--- src/rtl/clk_div_prog_if.sv ---
// Configuration write port of clk_div_prog: write strobe, channel select, divisor,
// and the registered reject pulse returned by the divider.
interface clk_div_prog_if #(
    parameter int NCH = 4,
    parameter int W   = 8,
    localparam int CW = (NCH > 1) ? $clog2(NCH) : 1
);
    logic          cfg_we;
    logic [CW-1:0] cfg_ch;
    logic [W-1:0]  cfg_div;
    logic          cfg_err;

    modport master (output cfg_we, output cfg_ch, output cfg_div, input  cfg_err);
    modport slave  (input  cfg_we, input  cfg_ch, input  cfg_div, output cfg_err);
endinterface

--- src/rtl/clk_div_prog.sv ---
// Multi-channel runtime-programmable clock divider with 50% duty for even and odd ratios.
// New ratios are held pending and only applied on a period boundary, so clk_out never glitches.
module clk_div_prog #(
    parameter int NCH      = 4,
    parameter int W        = 8,
    parameter int DIV_INIT = 2,
    localparam int CW      = (NCH > 1) ? $clog2(NCH) : 1
) (
    input  logic           clk,
    input  logic           rst,
    input  logic [NCH-1:0] en,
    clk_div_prog_if.slave  cfg,
    output logic [NCH-1:0] busy,
    output logic [NCH-1:0] tick,
    output logic [NCH-1:0] clk_out
);

    logic [NCH-1:0][W-1:0] act_q, act_d;
    logic [NCH-1:0][W-1:0] cnt_q, cnt_d;
    logic [NCH-1:0][W-1:0] pend_q, pend_d;
    logic [NCH-1:0]        pend_v_q, pend_v_d;
    logic [NCH-1:0]        pos_q, pos_d;
    logic [NCH-1:0]        odd_q, odd_d;
    logic [NCH-1:0]        tick_q, tick_d;
    logic [NCH-1:0]        neg_q, neg_d;
    logic                  cfg_err_q, cfg_err_d;
    logic                  cfg_bad;
    logic [NCH-1:0]        wrap;
    logic [NCH-1:0]        bnd;

    always_comb begin
        act_d     = act_q;
        cnt_d     = cnt_q;
        pend_d    = pend_q;
        pend_v_d  = pend_v_q;
        pos_d     = pos_q;
        odd_d     = odd_q;
        tick_d    = '0;
        wrap      = '0;
        bnd       = '0;
        cfg_bad   = (32'(cfg.cfg_ch) >= NCH) || (cfg.cfg_div == W'(1));
        cfg_err_d = cfg.cfg_we && cfg_bad;
        for (int i = 0; i < NCH; i++) begin
            // A stopped channel (act 0) sits on a boundary every enabled cycle.
            wrap[i] = (act_q[i] == '0) || (cnt_q[i] == act_q[i] - W'(1));
            bnd[i]  = en[i] && pend_v_q[i] && wrap[i];
            if (en[i]) begin
                cnt_d[i]  = wrap[i] ? '0 : cnt_q[i] + W'(1);
                pos_d[i]  = (act_q[i] != '0) && (cnt_q[i] < (act_q[i] >> 1));
                odd_d[i]  = act_q[i][0];
                tick_d[i] = (act_q[i] != '0) && (cnt_q[i] == '0);
            end
            if (bnd[i]) begin
                act_d[i]    = pend_q[i];
                pend_v_d[i] = 1'b0;
            end
            // A write coinciding with a boundary stays pending for the next one.
            if (cfg.cfg_we && !cfg_bad && (cfg.cfg_ch == CW'(i))) begin
                pend_d[i]   = cfg.cfg_div;
                pend_v_d[i] = 1'b1;
            end
        end
    end

    always_ff @(posedge clk) begin
        if (rst) begin
            act_q     <= {NCH{W'(DIV_INIT)}};
            cnt_q     <= '0;
            pend_q    <= '0;
            pend_v_q  <= '0;
            pos_q     <= '0;
            odd_q     <= '0;
            tick_q    <= '0;
            cfg_err_q <= 1'b0;
        end else begin
            act_q     <= act_d;
            cnt_q     <= cnt_d;
            pend_q    <= pend_d;
            pend_v_q  <= pend_v_d;
            pos_q     <= pos_d;
            odd_q     <= odd_d;
            tick_q    <= tick_d;
            cfg_err_q <= cfg_err_d;
        end
    end

    // Half-cycle delayed copy of pos_q; it stretches the high phase for odd ratios.
    always_comb neg_d = pos_q;

    always_ff @(negedge clk) begin
        neg_q <= neg_d;
    end

    // odd_q travels with pos_q so a ratio change cannot mix parity across the boundary.
    assign clk_out     = pos_q | (odd_q & neg_q);
    assign busy        = pend_v_q;
    assign tick        = tick_q;
    assign cfg.cfg_err = cfg_err_q;

endmodule

--- src/flat_wrapper.sv ---
// flat-port wrapper written by rule: the top's interface ports become plain ports
module clk_div_prog_flat 
#(
    parameter int NCH      = 4,
    parameter int W        = 8,
    parameter int DIV_INIT = 2,
    localparam int CW      = (NCH > 1) ? $clog2(NCH) : 1
)
  (clk, rst, en, busy, tick, clk_out, cfg_cfg_we, cfg_cfg_ch, cfg_cfg_div, cfg_cfg_err);
  clk_div_prog_if #(.NCH(NCH), .W(W)) cfg_i ();
  input  logic clk;
  input  logic rst;
  input  logic [NCH-1:0] en;
  output logic [NCH-1:0] busy;
  output logic [NCH-1:0] tick;
  output logic [NCH-1:0] clk_out;
  input wire logic [$bits(cfg_i.cfg_we)-1:0] cfg_cfg_we;
  input wire logic [$bits(cfg_i.cfg_ch)-1:0] cfg_cfg_ch;
  input wire logic [$bits(cfg_i.cfg_div)-1:0] cfg_cfg_div;
  output wire logic [$bits(cfg_i.cfg_err)-1:0] cfg_cfg_err;
  assign cfg_i.cfg_we = cfg_cfg_we;
  assign cfg_i.cfg_ch = cfg_cfg_ch;
  assign cfg_i.cfg_div = cfg_cfg_div;
  assign cfg_cfg_err = cfg_i.cfg_err;
  clk_div_prog #(.NCH(NCH), .W(W), .DIV_INIT(DIV_INIT)) u_core (.clk(clk), .rst(rst), .en(en), .cfg(cfg_i), .busy(busy), .tick(tick), .clk_out(clk_out));
endmodule
--- config.mk ---
export PLATFORM = sky130hd
export DESIGN_NAME = clk_div_prog_flat
export DESIGN_NICKNAME = d
export VERILOG_FILES = /design/src/rtl/clk_div_prog_if.sv /design/src/rtl/clk_div_prog.sv /design/src/flat_wrapper.sv
export SDC_FILE = /design/constraint.sdc
export NUM_CORES = 1
export LEC_CHECK = 0
export BUFFER_PORTS_ARGS = -buffer_cell sky130_fd_sc_hd__buf_2
export CAP_MARGIN = 5
export CORE_ASPECT_RATIO = 1.2
export CORE_UTILIZATION = 57
export CTS_BUF_LIST = sky130_fd_sc_hd__clkbuf_4
export CTS_CLUSTER_DIAMETER = 200
export DETAILED_ROUTE_END_ITERATION = 10
export PLACE_DENSITY_LB_ADDON = 0.3
export SYNTH_ARGS = -nofsm -noshare
export SYNTH_HDL_FRONTEND = slang
export SYNTH_SLANG_ARGS = --single-unit
--- constraint.sdc ---
create_clock -name clk -period 2.3 [get_ports clk]
set_clock_uncertainty 0.1 [all_clocks]
set_input_delay 0.46 -clock clk [delete_from_list [all_inputs] [get_ports clk]]
set_output_delay 0.46 -clock clk [all_outputs]
set_load 0.02 [all_outputs]
==> impl_metrics.toml <==
[status]
status = "complete, but fails checks"
violations = "negative setup slack"

[global_route]
antenna_found_initial = 0
grtUsageTotal_pct = 25.2
grt_first_pass_wirelength_um = 23700
use_met3_pct = 4.77
met1_usage_pct = 32.1
use_met2_pct = 41.5
grt.busiest_layer = "met2"
grt.overflow.total = 0
first_global_vias = 5175
grt_max_degree = 34

[synthesis]
yosysSeqAreaShare_pct = 37.1
synthMuxAreaShare_pct = 6.02
synthFlopType = "dfxtp_1"
yosys.area_share.simple_pct = 20.9
netlist.area_leader.share_pct = 37.1
synth_compound_area_share_pct = 14.5
synth_top_family_by_area = "simple AND/OR/NAND/NOR gates"
synth-async-reset-ratio_pct = 0
synth_area_per_cell_um2 = 8.56
synthAdderAreaFrac_pct = 7.13
synth-edff-count = 0
yosysTopAreaCell = "dfxtp_1"
ys_ff_latch = 117
syn_area_mm2 = 0.00632
synth_xor_area_share_pct = 8.46
synth.area.top_cells = "dfxtp_1 37%, ha_1 7.1%, mux2i_1 6.0%, xnor2_1 5.5%, a21oi_1 4.1%"
synth_cell_type_count = 51
syn_nets = 791
yosys_warnings = 0
syn-instance-count = 738

[routing]
drc = 0
drtIter0Drc = 335
firstDrtPassIters = 5
routedWlPerCell_um = 15.9
antenna_left = 0
wl_um = 14800
vias_per_cell = 5.95
vias = 5536

[floorplanning]
num_rows = 41
boundaryPins = 30
fp.dieW_um = 98.1
die_y_um = 117
initial_utilization_pct = 59.2
dieArea_mm2 = 0.0115
core_mm2 = 0.0107

[cells_and_area]
nets = 842
fillCellCount = 851
multi_input_area_mm2 = 0.00379
finish.utilization_pct = 67.7
syn2layout_area_growth_pct = 14.3
drive_gt1_share_pct = 16.5
diodes = 0
stdcell_area_mm2 = 0.00722
seqCellArea_mm2 = 0.00235

[clocking]
cts.clk_slew.worst_paths_ns = 0.11
clock_latency_ns = 0.54
cts_sinks = 117
h-tree-depth = 4
clock_path_buffers = 2
cts-hold-fix-buffers = 0
cts_root_buf = "clkbuf_4"
numCtsBuffers = 17
cts_tree = "built"

[setup_path]
crit_cells = 2
rrSetupSlack_ns = -0.05
timing.rr.start = "u_core.act_q[25]$_SDFFE_PP1P_"
ff2ff_path_depth = 8
slowest_stage = "dfxtp_1"
max_stage_delay_ns = 0.29
path_class = "register to primary output"
cp-startpoint = "u_core.neg_q[1]$_DFF_N_"
required_ns = 1.74
r2r-end = "u_core.act_q[30]$_SDFFE_PP0P_"
critPathCapture = "clk_out[1]"
path_buf_inv = 1
crit_chain = "a21o_1 > buf_6"
crit_family = "flip-flops"
crit_fanout = 1
end_kind = "primary output"
cp.arrival_ns = 2.26
critPathLaunchType = "register"

[timing]
setup_slack_ns = -0.522
hold_viol = 0
slew_headroom_pct = 52.9
setup_viol = 9
fin_setup_tns_ns = -2.12
worst_slew_pin_slew_ns = 0.707
slew_violations = 0
rsz0062_at_grt = "true"

[power_and_ir_drop]
peakVddDrop_uv = 367
power.density_mw_per_mm2 = 559
leakage_nw = 3.01

[job]
cap_violations = 0

[placement]
place_area_mm2 = 0.00671
dp_hpwl_um = 10200
gp_congestion = 0.871
port-buffer-count = 29

[worst_hold_path]
hp-class = "primary input to register"
hold_depth = 2
## final cells by class
class	instances	share of cell area, %
clock inverter	18	1.78
timing repair buffer	67	6.36
clock buffer	18	1.87
sequential	117	32.6
inverter	52	2.70
multi-input combinational	530	52.5
tap	129	2.24
## worst min path at each step
stage                                         startpoint                        endpoint  slack (ns)
final                                         cfg_cfg_we   u_core.cfg.cfg_err$_SDFF_PP0_        0.13
after global routing                          cfg_cfg_we   u_core.cfg.cfg_err$_SDFF_PP0_        0.09
after CTS                                     cfg_cfg_we   u_core.cfg.cfg_err$_SDFF_PP0_        0.09
after detailed placement  u_core.pend_q[12]$_SDFFE_PP0P_  u_core.pend_q[12]$_SDFFE_PP0P_        0.35
after global placement    u_core.pend_q[12]$_SDFFE_PP0P_  u_core.pend_q[12]$_SDFFE_PP0P_        0.35
after floorplan            u_core.pend_q[9]$_SDFFE_PP0P_   u_core.pend_q[9]$_SDFFE_PP0P_        0.34
## state kept, by name, indices dropped and copies added (netlist names)
name	count
u_core.neg_d	4
u_core.cnt_q	32
u_core.odd_q	4
u_core.pend_q	32
u_core.tick	4
u_core.act_q	32
u_core.busy	4
u_core.cfg.cfg_err	1
u_core.neg_q	4
## metal layers
metal	part of all wire (%)	wire length, um	up-vias
met4	2.0	295	0
met2	50	7380	148
met3	4.4	656	30
li1	-	-	2700
met5	0	0	-
met1	44	6470	2658
## cell usage after synthesis (2+ instances only)
| cell type | number |
|---|---|
| nand3_1 | 23 |
| clkbuf_1 | 33 |
| ha_1 | 36 |
| dfxtp_1 | 117 |
| a21oi_1 | 52 |
| nand4_1 | 22 |
| nand2b_1 | 6 |
| o21bai_1 | 6 |
| nand2_1 | 46 |
| or4_1 | 4 |
| buf_2 | 3 |
| and2_1 | 8 |
| nor4b_1 | 6 |
| a211oi_1 | 5 |
| nor4_2 | 2 |
| o21ai_1 | 2 |
| nor2b_1 | 2 |
| mux2i_1 | 38 |
| xor2_1 | 21 |
| and3_1 | 8 |
| o41a_1 | 2 |
| inv_1 | 53 |
| o21a_1 | 3 |
| o22ai_1 | 5 |
| nor3_1 | 13 |
| o21ai_0 | 30 |
| xnor2_1 | 40 |
| nand3b_1 | 5 |
| nand4b_1 | 17 |
| nor2_1 | 68 |
| nor4_1 | 9 |
| a21o_1 | 21 |
| a31oi_1 | 10 |
| nor3b_1 | 5 |
## kinds of logic (layout without fill, tap and decap cells)
kind of cell	count (synthesis)	after routing
and+or+nand+nor	248	248
muxes	38	38
xor gates and xnor gates	61	61
AOI/OAI and AO/OA	145	147
buffers and inverters	93	155
adders and majority gates	36	36
DFF	117	117
## what timing repair did
action                     in CTS  in global routing
resized for setup              10                 36
hold endpoints to repair        0                  0
buffers inserted                0                  4
cloned                          1                  1
pin swaps                       5                  9
setup endpoints to repair      13                 61
## placed cells by master (no fill, tap or decap), drive strengths merged, types with 6 or more instances in the layout
cell type,instances
and2,8
o21ai,32
a21oi,52
clkbuf,18
mux2i,38
xor2,21
nor2,69
nand2b,6
nand2,46
nand3,23
buf,67
nor4,11
clkinvlp,7
and3,9
clkinv,6
dfxtp,117
nor3,13
inv,56
a21o,21
xnor2,40
a31oi,10
nor4b,6
nand4b,17
nand4,22
ha,36
o21bai,7
## worst reg2reg max path: stages, from the launching register on
cell and delay (ns):
dfxtp_4 0.38, or4_4 0.55, nor2_4 0.12, o211ai_2 0.12, a311oi_4 0.45, buf_4 0.20
o211ai_4 0.10, mux2i_1 0.18, nor2_1 0.05
## where the power goes
part | switching (mW) | leakage (nW) | internal (mW)
Combinational | 0.298 | 1.92 | 0.242
Sequential | 0.0599 | 0.950 | 2.08
Clock | 0.812 | 0.141 | 0.540
## metrics by stage
step	setup slack, ns	std cells	hold slack [ns]	power, mW
finish	-0.522	931	0.127	4.03
global route	-0.562	931	0.0938	4.22
CTS	-0.538	926	0.0949	4.02
detailed placement	-0.0391	890	0.351	2.69
global placement	0.00711	890	0.352	2.67
floorplan	0.00987	738	0.337	2.53
Power figures use the tool's default switching activity.
